[config.mk]
export PLATFORM = sky130hd
export DESIGN_NAME = exec_alu_flat
export DESIGN_NICKNAME = d
export VERILOG_FILES = /design/src/rtl/exec_alu_pkg.sv /design/src/rtl/exec_alu_if.sv /design/src/rtl/exec_alu_mul.sv /design/src/rtl/exec_alu.sv /design/src/flat_wrapper.sv
export SDC_FILE = /design/constraint.sdc
export NUM_CORES = 1
export LEC_CHECK = 0
export ABC_AREA = 1
export CAP_MARGIN = 20
export CORE_AREA = 2 2 149 297
export DETAILED_ROUTE_END_ITERATION = 7
export DIE_AREA = 0 0 151 299
export GPL_TIMING_DRIVEN = 0
export HOLD_SLACK_MARGIN = 0.03
export PLACE_DENSITY = 0.67
export SYNTH_ARGS = -nofsm -noshare
export SYNTH_HDL_FRONTEND = slang
export SYNTH_HIERARCHICAL = 1
export SYNTH_SLANG_ARGS = --single-unit
[constraint.sdc]
create_clock -name clk -period 2.01 [get_ports clk]
set_clock_uncertainty 0.1 [all_clocks]
set_input_delay 0.3015 -clock clk [delete_from_list [all_inputs] [get_ports clk]]
set_output_delay 0.3015 -clock clk [all_outputs]
set_load 0.01 [all_outputs]
[src/rtl/exec_alu_pkg.sv]
`default_nettype none
// ============================================================================
// Module   : exec_alu_pkg
// Purpose  : Shared opcode enum, FSM state type and branch constants for
//            the exec_alu block.
// Revision : 1.0 - initial release
// ============================================================================
package exec_alu_pkg;

  typedef enum logic [4:0] {
    OP_ADD  = 5'd0,
    OP_SUB  = 5'd1,
    OP_AND  = 5'd2,
    OP_OR   = 5'd3,
    OP_XOR  = 5'd4,
    OP_SRL  = 5'd5,
    OP_SLL  = 5'd6,
    OP_SRA  = 5'd7,
    OP_ROTR = 5'd8,
    OP_SVA  = 5'd9,
    OP_SVS  = 5'd10,
    OP_ABS  = 5'd11,
    OP_BEQ  = 5'd12,
    OP_BNE  = 5'd13,
    OP_BEQZ = 5'd14,
    OP_BNEZ = 5'd15,
    OP_JUMP = 5'd16,
    OP_JR   = 5'd17,
    OP_MUL  = 5'd18
  } aluctrl_e;

  typedef enum logic [1:0] {
    IDLE = 2'd0,
    MUL  = 2'd1,
    HOLD = 2'd2
  } state_e;

  localparam logic BranchTrue  = 1'b1;
  localparam logic BranchFalse = 1'b0;

endpackage
`default_nettype wire

[src/rtl/exec_alu_if.sv]
`default_nettype none
// ============================================================================
// Module   : exec_alu_if
// Purpose  : Operation/result handshake bundle between issue logic and
//            exec_alu.
// Revision : 1.0 - initial release
// ============================================================================
interface exec_alu_if #(
  parameter int WIDTH  = 32,
  parameter int ADDR_W = 32
);
  import exec_alu_pkg::*;

  logic              in_valid;
  logic              in_ready;
  aluctrl_e          aluctrl;
  logic [WIDTH-1:0]  src1;
  logic [WIDTH-1:0]  src2;
  logic [ADDR_W-1:0] pc;
  logic [ADDR_W-1:0] branch_off;
  logic              flush;
  logic              out_valid;
  logic              out_ready;
  logic [WIDTH-1:0]  result;
  logic              overflow;
  logic              branch_true;
  logic [ADDR_W-1:0] new_addr;
  logic              busy;

  modport slave (
    input  in_valid, aluctrl, src1, src2, pc, branch_off, flush, out_ready,
    output in_ready, out_valid, result, overflow, branch_true, new_addr, busy
  );

  modport master (
    output in_valid, aluctrl, src1, src2, pc, branch_off, flush, out_ready,
    input  in_ready, out_valid, result, overflow, branch_true, new_addr, busy
  );

endinterface
`default_nettype wire

[src/rtl/exec_alu_mul.sv]
`default_nettype none
// ============================================================================
// Module   : exec_alu_mul
// Purpose  : Iterative shift-add unsigned multiplier, one partial product per
//            cycle; done marks the final iteration with product valid.
// Revision : 1.0 - initial release
// ============================================================================
module exec_alu_mul #(
  parameter int WIDTH = 32
) (
  input  logic               clk,
  input  logic               rst,
  input  logic               start,
  input  logic               abort,
  input  logic [WIDTH-1:0]   op_a,
  input  logic [WIDTH-1:0]   op_b,
  output logic               done,
  output logic [2*WIDTH-1:0] product
);

  localparam int CNT_W = $clog2(WIDTH);

  logic               active_q, active_d;
  logic [CNT_W-1:0]   cnt_q, cnt_d;
  logic [2*WIDTH-1:0] mcand_q, mcand_d;
  logic [2*WIDTH-1:0] acc_q, acc_d;
  logic [WIDTH-1:0]   mplier_q, mplier_d;
  logic [2*WIDTH-1:0] acc_next;

  // product is the accumulator including this cycle's partial product
  assign acc_next = acc_q + (mplier_q[0] ? mcand_q : '0);
  assign done     = active_q && (cnt_q == CNT_W'(WIDTH - 1));
  assign product  = acc_next;

  always_comb begin
    active_d = active_q;
    cnt_d    = cnt_q;
    mcand_d  = mcand_q;
    acc_d    = acc_q;
    mplier_d = mplier_q;
    if (abort) begin
      active_d = 1'b0;
      cnt_d    = '0;
    end else if (start) begin
      active_d = 1'b1;
      cnt_d    = '0;
      mcand_d  = {{WIDTH{1'b0}}, op_a};
      mplier_d = op_b;
      acc_d    = '0;
    end else if (active_q) begin
      acc_d    = acc_next;
      mcand_d  = mcand_q << 1;
      mplier_d = mplier_q >> 1;
      cnt_d    = cnt_q + CNT_W'(1);
      if (done) begin
        active_d = 1'b0;
        cnt_d    = '0;
      end
    end
  end

  always_ff @(posedge clk or posedge rst) begin
    if (rst) begin
      active_q <= 1'b0;
      cnt_q    <= '0;
      mcand_q  <= '0;
      acc_q    <= '0;
      mplier_q <= '0;
    end else begin
      active_q <= active_d;
      cnt_q    <= cnt_d;
      mcand_q  <= mcand_d;
      acc_q    <= acc_d;
      mplier_q <= mplier_d;
    end
  end

endmodule
`default_nettype wire

[src/rtl/exec_alu.sv]
`default_nettype none
// ============================================================================
// Module   : exec_alu
// Purpose  : Execute-stage ALU with valid/ready handshake and branch
//            resolution; define EXEC_ALU_MUL_EN to add the iterative MUL op.
// Revision : 1.0 - initial release
// ============================================================================
module exec_alu
  import exec_alu_pkg::*;
#(
  parameter int WIDTH  = 32,
  parameter int ADDR_W = 32
) (
  input  logic      clk,
  input  logic      rst,
  exec_alu_if.slave bus
);

  localparam int               SH_W     = $clog2(WIDTH);
  localparam logic [WIDTH-1:0] MOST_NEG = {1'b1, {(WIDTH-1){1'b0}}};

  state_e            state_q, state_d;
  logic              out_valid_q, out_valid_d;
  logic [WIDTH-1:0]  result_q, result_d;
  logic              overflow_q, overflow_d;
  logic              branch_true_q, branch_true_d;
  logic [ADDR_W-1:0] new_addr_q, new_addr_d;

  logic              in_ready;
  logic              accept;
  logic [WIDTH-1:0]  sum, diff, abs_val;
  logic              add_ovf, sub_ovf;
  logic [SH_W-1:0]   shamt;
  logic [ADDR_W-1:0] br_target;

  logic [WIDTH-1:0]  op_result;
  logic              op_overflow;
  logic              op_branch;
  logic [ADDR_W-1:0] op_addr;

  assign in_ready  = (state_q == IDLE) && !bus.flush && (!out_valid_q || bus.out_ready);
  assign accept    = bus.in_valid && in_ready;

  assign sum       = bus.src1 + bus.src2;
  assign diff      = bus.src1 - bus.src2;
  assign add_ovf   = (bus.src1[WIDTH-1] == bus.src2[WIDTH-1]) && (sum[WIDTH-1] != bus.src1[WIDTH-1]);
  assign sub_ovf   = (bus.src1[WIDTH-1] != bus.src2[WIDTH-1]) && (diff[WIDTH-1] != bus.src1[WIDTH-1]);
  assign abs_val   = bus.src1[WIDTH-1] ? ('0 - bus.src1) : bus.src1;
  assign shamt     = bus.src2[SH_W-1:0];
  assign br_target = bus.pc + bus.branch_off;

  always_comb begin
    op_result   = '0;
    op_overflow = 1'b0;
    op_branch   = BranchFalse;
    op_addr     = '0;
    case (bus.aluctrl)
      OP_ADD:  begin op_result = sum;  op_overflow = add_ovf; end
      OP_SUB:  begin op_result = diff; op_overflow = sub_ovf; end
      OP_AND:  op_result = bus.src1 & bus.src2;
      OP_OR:   op_result = bus.src1 | bus.src2;
      OP_XOR:  op_result = bus.src1 ^ bus.src2;
      OP_SRL:  op_result = bus.src1 >> shamt;
      OP_SLL:  op_result = bus.src1 << shamt;
      OP_SRA:  op_result = $unsigned($signed(bus.src1) >>> shamt);
      // rotate as the low half of the self-concatenation shifted right
      OP_ROTR: op_result = WIDTH'({bus.src1, bus.src1} >> shamt);
      OP_SVA:  begin op_result = {{(WIDTH-1){1'b0}}, add_ovf}; op_overflow = add_ovf; end
      OP_SVS:  begin op_result = {{(WIDTH-1){1'b0}}, sub_ovf}; op_overflow = sub_ovf; end
      OP_ABS:  begin op_result = abs_val; op_overflow = (bus.src1 == MOST_NEG); end
      OP_BEQ:  begin op_addr = br_target; op_branch = (bus.src1 == bus.src2) ? BranchTrue : BranchFalse; end
      OP_BNE:  begin op_addr = br_target; op_branch = (bus.src1 != bus.src2) ? BranchTrue : BranchFalse; end
      OP_BEQZ: begin op_addr = br_target; op_branch = (bus.src1 == '0) ? BranchTrue : BranchFalse; end
      OP_BNEZ: begin op_addr = br_target; op_branch = (bus.src1 != '0) ? BranchTrue : BranchFalse; end
      OP_JUMP: begin op_addr = br_target; op_branch = BranchTrue; end
      OP_JR:   begin op_addr = ADDR_W'(bus.src2 >> 2); op_branch = BranchTrue; end
      default: ;
    endcase
  end

`ifdef EXEC_ALU_MUL_EN
  logic               mul_start;
  logic               mul_done;
  logic [2*WIDTH-1:0] mul_product;

  assign mul_start = accept && (bus.aluctrl == OP_MUL);

  exec_alu_mul #(.WIDTH(WIDTH)) u_mul (
    .clk     (clk),
    .rst     (rst),
    .start   (mul_start),
    .abort   (bus.flush),
    .op_a    (bus.src1),
    .op_b    (bus.src2),
    .done    (mul_done),
    .product (mul_product)
  );

  assign bus.busy = (state_q == MUL);
`else
  assign bus.busy = 1'b0;
`endif

  always_comb begin
    state_d       = state_q;
    out_valid_d   = out_valid_q;
    result_d      = result_q;
    overflow_d    = overflow_q;
    branch_true_d = branch_true_q;
    new_addr_d    = new_addr_q;
    // flush outranks both acceptance and consumption
    if (bus.flush) begin
      state_d     = IDLE;
      out_valid_d = 1'b0;
    end else begin
      case (state_q)
        IDLE: begin
          if (out_valid_q && bus.out_ready) out_valid_d = 1'b0;
          if (accept) begin
`ifdef EXEC_ALU_MUL_EN
            if (bus.aluctrl == OP_MUL) begin
              state_d = MUL;
            end else
`endif
            begin
              result_d      = op_result;
              overflow_d    = op_overflow;
              branch_true_d = op_branch;
              new_addr_d    = op_addr;
              out_valid_d   = 1'b1;
            end
          end
        end
`ifdef EXEC_ALU_MUL_EN
        MUL: begin
          if (mul_done) begin
            state_d       = HOLD;
            result_d      = mul_product[WIDTH-1:0];
            overflow_d    = |mul_product[2*WIDTH-1:WIDTH];
            branch_true_d = BranchFalse;
            new_addr_d    = '0;
            out_valid_d   = 1'b1;
          end
        end
        HOLD: begin
          if (bus.out_ready) begin
            state_d     = IDLE;
            out_valid_d = 1'b0;
          end
        end
`endif
        default: state_d = IDLE;
      endcase
    end
  end

  always_ff @(posedge clk or posedge rst) begin
    if (rst) begin
      state_q       <= IDLE;
      out_valid_q   <= 1'b0;
      result_q      <= '0;
      overflow_q    <= 1'b0;
      branch_true_q <= BranchFalse;
      new_addr_q    <= '0;
    end else begin
      state_q       <= state_d;
      out_valid_q   <= out_valid_d;
      result_q      <= result_d;
      overflow_q    <= overflow_d;
      branch_true_q <= branch_true_d;
      new_addr_q    <= new_addr_d;
    end
  end

  assign bus.in_ready    = in_ready;
  assign bus.out_valid   = out_valid_q;
  assign bus.result      = result_q;
  assign bus.overflow    = overflow_q;
  assign bus.branch_true = branch_true_q;
  assign bus.new_addr    = new_addr_q;

endmodule
`default_nettype wire

[src/flat_wrapper.sv]
// flat-port wrapper written by rule: the top's interface ports become plain ports
module exec_alu_flat import exec_alu_pkg::*;
#(
  parameter int WIDTH  = 32,
  parameter int ADDR_W = 32
)
  (clk, rst, bus_in_valid, bus_aluctrl, bus_src1, bus_src2, bus_pc, bus_branch_off, bus_flush, bus_out_ready, bus_in_ready, bus_out_valid, bus_result, bus_overflow, bus_branch_true, bus_new_addr, bus_busy);
  exec_alu_if #(.WIDTH(WIDTH), .ADDR_W(ADDR_W)) bus_i ();
  input  logic clk;
  input  logic rst;
  input wire logic [$bits(bus_i.in_valid)-1:0] bus_in_valid;
  input wire logic [$bits(bus_i.aluctrl)-1:0] bus_aluctrl;
  input wire logic [$bits(bus_i.src1)-1:0] bus_src1;
  input wire logic [$bits(bus_i.src2)-1:0] bus_src2;
  input wire logic [$bits(bus_i.pc)-1:0] bus_pc;
  input wire logic [$bits(bus_i.branch_off)-1:0] bus_branch_off;
  input wire logic [$bits(bus_i.flush)-1:0] bus_flush;
  input wire logic [$bits(bus_i.out_ready)-1:0] bus_out_ready;
  output wire logic [$bits(bus_i.in_ready)-1:0] bus_in_ready;
  output wire logic [$bits(bus_i.out_valid)-1:0] bus_out_valid;
  output wire logic [$bits(bus_i.result)-1:0] bus_result;
  output wire logic [$bits(bus_i.overflow)-1:0] bus_overflow;
  output wire logic [$bits(bus_i.branch_true)-1:0] bus_branch_true;
  output wire logic [$bits(bus_i.new_addr)-1:0] bus_new_addr;
  output wire logic [$bits(bus_i.busy)-1:0] bus_busy;
  assign bus_i.in_valid = bus_in_valid;
  assign bus_i.aluctrl = bus_aluctrl;
  assign bus_i.src1 = bus_src1;
  assign bus_i.src2 = bus_src2;
  assign bus_i.pc = bus_pc;
  assign bus_i.branch_off = bus_branch_off;
  assign bus_i.flush = bus_flush;
  assign bus_i.out_ready = bus_out_ready;
  assign bus_in_ready = bus_i.in_ready;
  assign bus_out_valid = bus_i.out_valid;
  assign bus_result = bus_i.result;
  assign bus_overflow = bus_i.overflow;
  assign bus_branch_true = bus_i.branch_true;
  assign bus_new_addr = bus_i.new_addr;
  assign bus_busy = bus_i.busy;
  exec_alu #(.WIDTH(WIDTH), .ADDR_W(ADDR_W)) u_core (.clk(clk), .rst(rst), .bus(bus_i));
endmodule
==> metrics.md, run 1 <==
| Metric | Value |
|---|---|
| Outcome | finished with violations |
| Failing checks | negative setup slack |
| RSZ-0062 raised after global routing | yes |
| Antenna viol nets, final | 0 |
| Worst setup EP type | register |
| Row count | 108 |
| Initial antenna violation count | 5 |
| Power Density | 406 mW/mm² |
| Violation count after the first detailed-routing iteration | 3,382 |
| CP max-delay cell | ha_4 |
| Sequential Area | 0.00168 mm² |
| GRT Total Usage | 0.488 |
| HP Class | input pin to register |
| Yosys warns | 6 |
| Critical Path Max Stage Delay | 0.35 ns |
| Crit path cell chain | buf_12 -> buf_12 -> inv_12 -> buf_12 -> buf_12 -> ha_4 -> buf_12 -> nand2_4 -> nand2_4 -> nand3_4 -> nand2_8 -> nand2_4 -> nand2_8 -> a21oi_4 -> o21ai_4 -> nand4_1 -> o21ai_2 -> nand2_1 |
| Worst Setup Start Kind | input pin |
| CTS tree | done |
| Setup TNS | -10.09 ns |
| CP Buf/Inv Count | 6 |
| Clock Tree Buf Depth | 2 |
| Initial core utilization | 0.375 |
| Clk sinks | 67 |
| WP data arrival | 2.66 ns |
| Via count | 25,380 |
| CP max FO | 6 |
| Worst slew margin | 0.398 |
| Crit path required time | 2.15 ns |
| Vias per std cell | 6.28 |
| Vias in the first global route | 23,363 |
| Core Box Area | 0.0430 mm² |
| IO buf count | 205 |
| Global route overflow | 0 |
| Cell Area, Synth | 0.0161 mm² |
| Root buffer cell | clkbuf_16 |
| Placed instance area | 0.0193 mm² |
| DIE AREA | 0.0451 mm² |
| Synthesis-to-finish area growth | 57.0% |
| Critical path class | input pin to register |
| Total of max-cap violations | 0 |
| Slew @ Worst Pin | 0.902 ns |
| Final nets | 3,760 |
| Post-Syn Nets | 3,345 |
| Leak | 12.2 nW |
| Clock Latency Late Sink | 0.36 ns |
| F_max | 0.397 GHz |
| Min cycle time layout | 2.52 ns |
| Final instance area | 0.0253 mm² |
| WL/cell | 28.8 µm |
| Clock buffer count from CTS | 9 |
| Die Wd | 151 µm |
| Sequential share of the synthesized area | 0.104 |
| Fillers | 4,145 |
| Syn_area_per_cell | 5.25 µm² |
| Clk pin slew, worst setup/hold paths | 0.06 ns |
| Max Slew Vio Count | 0 |
| Most used cell, CP | buf_12 |
| Syn Inst Count | 3,073 |
| Vert. Die Dim | 299 µm |
| Post-route clock period utilization | 1.25 |
| Netlist cell types | 48 |
| 1st-pass router iterations | 7 |
| Overall power | 10.3 mW |
| Post-Place Worst Slack | -2.52 ns |
| First-pass GRT wire length | 158 mm |
| Ratio of cells with drive above 1 in the final layout | 0.310 |
| Multi-input logic area | 0.0162 mm² |
| Largest net degree at the start of global routing | 37 |
| Final worst setup slack | -0.506 ns |
| Boundary Pins | 207 |
| H-tree lvl count | 3 |
| Global placement routability congestion | 1.12 |
| # setup viols final | 35 |
| Final WL | 116 mm |
| Synth Register Bits | 67 |
| Post-DP HPWL | 86.6 mm |
| Worst path top cell family by delay | simple AND/OR/NAND/NOR gates |
| Worst VDD drop | 0.651 mV |
| Hold Fails Final Rpt | 0 |
| Number of remaining DRC errors | 0 |
-- synth_stat cells (all sizes together) --
cell type / number / area, µm²
ha: 131 / 1640
a21oi: 160 / 801
conb: 1 / 3.75
clkbuf: 48 / 188
o22ai: 26 / 163
o21ai: 130 / 651
or2: 6 / 37.5
o21bai: 17 / 128
xor2: 7 / 61.3
o2111a: 1 / 11.3
nor2: 300 / 1180
a21o: 4 / 30.0
a22oi: 21 / 158
dfrtp: 67 / 1680
and3: 5 / 31.3
and2: 4 / 25.0
o31ai: 3 / 27.5
nor3: 34 / 170
nand4: 61 / 382
inv: 340 / 1280
a32oi: 1 / 8.76
nor2b: 1 / 6.26
o211ai: 22 / 165
o21a: 10 / 75.1
o2111ai: 2 / 17.5
fa: 3 / 60.1
nor4: 9 / 56.3
nand2: 1049 / 3950
a21boi: 8 / 60.1
nand3b: 8 / 60.1
a31oi: 6 / 37.5
o221ai: 4 / 35.0
xnor2: 6 / 52.6
buf: 77 / 373
nand3: 501 / 2530
-- layout by cell type, fill, tap and decap left out, types with 20 or more instances in the layout --
master	synthesis	layout
o21ai_2	0	33
nand3_2	2	53
a21oi_2	0	39
inv_1	320	234
nand4_1	61	61
inv_2	20	57
o21ai_0	118	54
nor2_1	289	176
nor2_4	6	63
o22ai_1	26	23
dfrtp_1	67	67
nand3_1	498	427
buf_4	5	209
ha_1	131	75
o21ai_1	12	36
a21oi_4	0	26
a22oi_1	21	20
nor2_2	5	61
clkdlybuf4s50_1	0	102
buf_6	1	38
nand2_4	0	49
buf_12	0	28
ha_4	0	50
a21oi_1	160	95
dlygate4sd2_1	0	25
nand2_1	1044	872
nand3_4	1	21
buf_2	46	31
clkinvlp_4	0	25
nand2_2	5	123
o211ai_1	22	22
-- layout make-up --
cell class                      count  share of cell area
Antenna cell                        1           0.0000988
Sequential cell                    67              0.0662
Clock buffer                       10             0.00944
Timing Repair Buffer              418               0.157
Tap cell                          550              0.0272
Multi-Input combinational cell   2541               0.638
Inverter                          340              0.0580
Clock inverter                      6             0.00178
Buffer                            111              0.0426
-- final timing paths --
path / startpoint / to / slack [ns] / cells after the start
worst max-delay path: bus_src2[2] / u_core/bus.result[14] / -0.51 / 18
worst min-delay path: bus_src2[24] / u_core/bus.new_addr[22] / 0.15 / 3
max in group asynchronous: rst / u_core/bus.result[8] / 0.78 / 3
worst min register to register: u_core/bus.result[6] / u_core/bus.result[6] / 0.38 / 2
min in group asynchronous: rst / u_core/bus.new_addr[22] / 0.36 / 2
worst max register to register: u_core/bus.out_valid / u_core/bus.new_addr[29] / 0.12 / 10
-- routing by layer --
metal / share of wire / global-route usage / vias to the layer above / wire length, µm
met5: 0.00077 / 0 / - / 89
met4: 0.12 / 0.417 / 6 / 13800
met3: 0.13 / 0.118 / 643 / 14700
met2: 0.41 / 0.717 / 2103 / 48100
met1: 0.34 / 0.589 / 11649 / 39600
li1: - / - / 10979 / -
-- logic make-up after synthesis --
family,after synthesis,synth area share
simple gates,1978,0.523
buf+inv,465,0.114
compound gates,415,0.147
fa+ha+maj,134,0.105
flops,67,0.104
xor+xnor,13,0.00706
other cells,1,0.000232
-- worst register-to-register path, cell delays in order (launching register included) --
cell,delay (ns)
dfrtp_1,0.37
nand2_1,0.06
inv_1,0.06
nor2_2,0.16
nand2_4,0.17
inv_4,0.17
nand2_2,0.16
inv_2,0.12
buf_4,0.22
nand3_2,0.15
nand2_1,0.08
-- through the flow --
stage               instances  hold WS [ns]  utilization
floorplan                3073         0.268            -
global placement         3828         0.364        0.449
CTS                      3954         0.149        0.538
global route             4044         0.184        0.589
finish                   4044         0.150        0.589
detailed placement       3829         0.364        0.449
-- registers in the layout, indices dropped and copies added (netlist names) --
register and count:
u_core/bus.branch_true 1, u_core/bus.new_addr 32, u_core/bus.overflow 1, u_core/bus.result 32
u_core/bus.out_valid 1
-- report_power, final --
part	switching [mW]	total (mW)	internal (mW)	leakage (nW)
combinational	4.44	7.09	2.65	11.1
clock	0.694	1.57	0.880	0.144
sequential	0.114	1.62	1.50	0.897
total	5.25	10.3	5.03	12.2
-- what timing repair did --
| item | CTS | global route |
|---|---|---|
| buffers inserted | 120 | 90 |
| setup endpoints to repair | 66 | 64 |
| hold buffers | 0 | 0 |
| endpoints found under the hold margin | 0 | 0 |
| cloned | 2 | 0 |
| resized for setup | 1070 | 433 |
| pin swaps | 166 | 181 |
(Power assumes the default switching activity.)
==> run 2, diff against run 1 <==
--- a/config.mk
+++ b/config.mk
@@ -13,6 +13,7 @@
 export GPL_TIMING_DRIVEN = 0
 export HOLD_SLACK_MARGIN = 0.03
 export PLACE_DENSITY = 0.67
+export SKIP_CTS_REPAIR_TIMING = 1
 export SYNTH_ARGS = -nofsm -noshare
 export SYNTH_HDL_FRONTEND = slang
 export SYNTH_HIERARCHICAL = 1
==> run 2 against run 1 <==
Net effect: the flow still finishes with violations (negative setup slack); total power decreased by 3.9%; sequential power about the same; worst setup slack got worse by 0.18 ns; die area unchanged; via count decreased by 1.3%; critical path depth decreased by 1; non-clock buffer count decreased by 55; final area decreased by 4.1%; first-iteration DRC count increased by 1.9%; highest routed layer unchanged; flip-flop and latch count unchanged; core utilization decreased by 2.4 points.
==> metrics.md, run 2 (same netlist as run 1, synthesis figures left out) <==
| Metric | Value |
|---|---|
| Power Density | 407 mW/mm² |
| Critical path class | input pin to register |
| Min cycle time layout | 2.70 ns |
| Failing checks | negative setup slack |
| Initial core utilization | 0.375 |
| Crit path cell chain | buf_12 -> clkinvlp_4 -> ha_4 -> buf_8 -> nand2_2 -> inv_2 -> nand2_1 -> nand2_4 -> inv_1 -> nand2_1 -> inv_2 -> nand2_8 -> a21oi_4 -> o21ai_4 -> nand4_1 -> o21ai_2 -> nand2_1 |
| CTS tree | done |
| Row count | 108 |
| Global route overflow | 0 |
| Violation count after the first detailed-routing iteration | 3,445 |
| Crit path required time | 2.15 ns |
| Final nets | 3,705 |
| Most common cell after layout, fill and taps aside | nand2_1 |
| CP Buf/Inv Count | 6 |
| Die Wd | 151 µm |
| Clk sinks | 67 |
| Met3 Usage GRT | 0.0931 |
| Largest net degree at the start of global routing | 37 |
| Clock Tree Buf Depth | 2 |
| # setup viols final | 41 |
| Global placement routability congestion | 1.12 |
| Outcome | finished with violations |
| F_max | 0.370 GHz |
| Leak | 12.0 nW |
| Slew @ Worst Pin | 0.902 ns |
| Clock buffer count from CTS | 9 |
| Hold Fails Final Rpt | 0 |
| Post-layout util | 0.565 |
| Worst slew margin | 0.397 |
| Fillers | 4,331 |
| Final worst setup slack | -0.689 ns |
| IO buf count | 205 |
| Commonest cells after routing, fill and taps aside | 887 x nand2_1, 425 x nand3_1, 246 x inv_1 |
| Vias per std cell | 6.28 |
| WL/cell | 28.5 µm |
| GRT busiest layer | met2 |
| Via count | 25,039 |
| Final WL | 114 mm |
| Synthesis-to-finish area growth | 50.6% |
| Clock Latency Late Sink | 0.36 ns |
| Number of remaining DRC errors | 0 |
| DIE AREA | 0.0451 mm² |
| Antenna viol nets, final | 0 |
| CP max-delay cell | ha_4 |
| Vert. Die Dim | 299 µm |
| GR Util met2 | 0.682 |
| Total of max-cap violations | 0 |
| H-tree lvl count | 3 |
| Initial antenna violation count | 2 |
| Max Slew Vio Count | 0 |
| WP data arrival | 2.84 ns |
| GRT Total Usage | 0.460 |
| Worst setup EP type | register |
| Clk pin slew, worst setup/hold paths | 0.06 ns |
| Root buffer cell | clkbuf_16 |
| Most used cell, CP | nand2_1 |
| 1st-pass router iterations | 7 |
| Ratio of cells with drive above 1 in the final layout | 0.275 |
| First-pass GRT wire length | 149 mm |
| Post-Place Worst Slack | -2.52 ns |
| RSZ-0062 raised after global routing | yes |
| Worst path top cell family by delay | simple AND/OR/NAND/NOR gates |
| Vias in the first global route | 21,832 |
| HP Class | input pin to register |
| Critical Path Max Stage Delay | 0.38 ns |
| Worst VDD drop | 0.661 mV |
| Boundary Pins | 207 |
| CP max FO | 9 |
| Post-DP HPWL | 86.6 mm |
| Worst Setup Start Kind | input pin |
| Met1 Use GR | 0.563 |
| Core Box Area | 0.0430 mm² |
| Post-route clock period utilization | 1.34 |
==> run 2: cell types whose count changed in the layout (fill, tap and decap cells not counted), sizes merged, moves of 2 or more <==
cell and change:
clkdlybuf4s15 -10, dlymetal6s2s +33, clkbuf +29, buf -83, clkdlybuf4s50 +2, dlygate4sd2 -25
==> run 2: worst min-delay path, delay by kind of cell <==
| family | cells | cell delay, ns |
|---|---|---|
| buf+inv | 1 | 0.13 |
| compound gates | 2 | 0.14 |
==> run 2: worst paths after layout <==
kind	from	endpoint	slack [ns]	cells past startpoint
worst max-delay path	bus_src1[12]	u_core/bus.result[14]	-0.69	17
worst min-delay path	bus_src2[23]	u_core/bus.new_addr[21]	0.16	3
worst max register to register	u_core/bus.out_valid	u_core/bus.new_addr[1]	0.08	10
worst min register to register	u_core/bus.result[6]	u_core/bus.result[6]	0.38	2
max in group asynchronous	rst	u_core/bus.result[4]	0.78	3
min in group asynchronous	rst	u_core/bus.new_addr[22]	0.36	2
==> run 2: layout make-up <==
cell class / instances / area (µm²) / area share
Antenna cell: 1 / 2.50 / 0.000103
Tap cell: 550 / 688 / 0.0283
Inverter: 340 / 1430 / 0.0588
Clock inverter: 6 / 45.0 / 0.00185
Buffer: 113 / 1010 / 0.0416
Sequential cell: 67 / 1680 / 0.0690
Timing Repair Buffer: 361 / 3470 / 0.143
Multi-Input combinational cell: 2541 / 15700 / 0.648
Clock buffer: 10 / 239 / 0.00984
==> run 2: report_power, final <==
| group | switching (mW) | internal (mW) | leakage, nW |
|---|---|---|---|
| registers | 0.113 | 1.50 | 0.897 |
| clock network | 0.689 | 0.879 | 0.144 |
| logic | 4.26 | 2.43 | 10.9 |
==> run 2: metal layers <==
metal  part of all wire  up-vias
met3               0.12      587
met2               0.42     2017
met4               0.12        4
met1               0.34    11562
met5            0.00023        -
li1                   -    10869
==> run 2: metrics by stage <==
step,total power [mW],std cells,hold slack [ns],instance area [µm²],TNS [ns]
5_1_grt,10.2,3988,0.185,24300,-15.76
3_5_place_dp,6.50,3829,0.364,19300,-94.03
6_report,9.88,3989,0.165,24300,-13.20
4_1_cts,8.10,3845,0.376,19600,-69.69
2_1_floorplan,4.37,3073,0.268,16500,-4.48
3_3_place_gp,6.49,3828,0.364,19300,-92.06
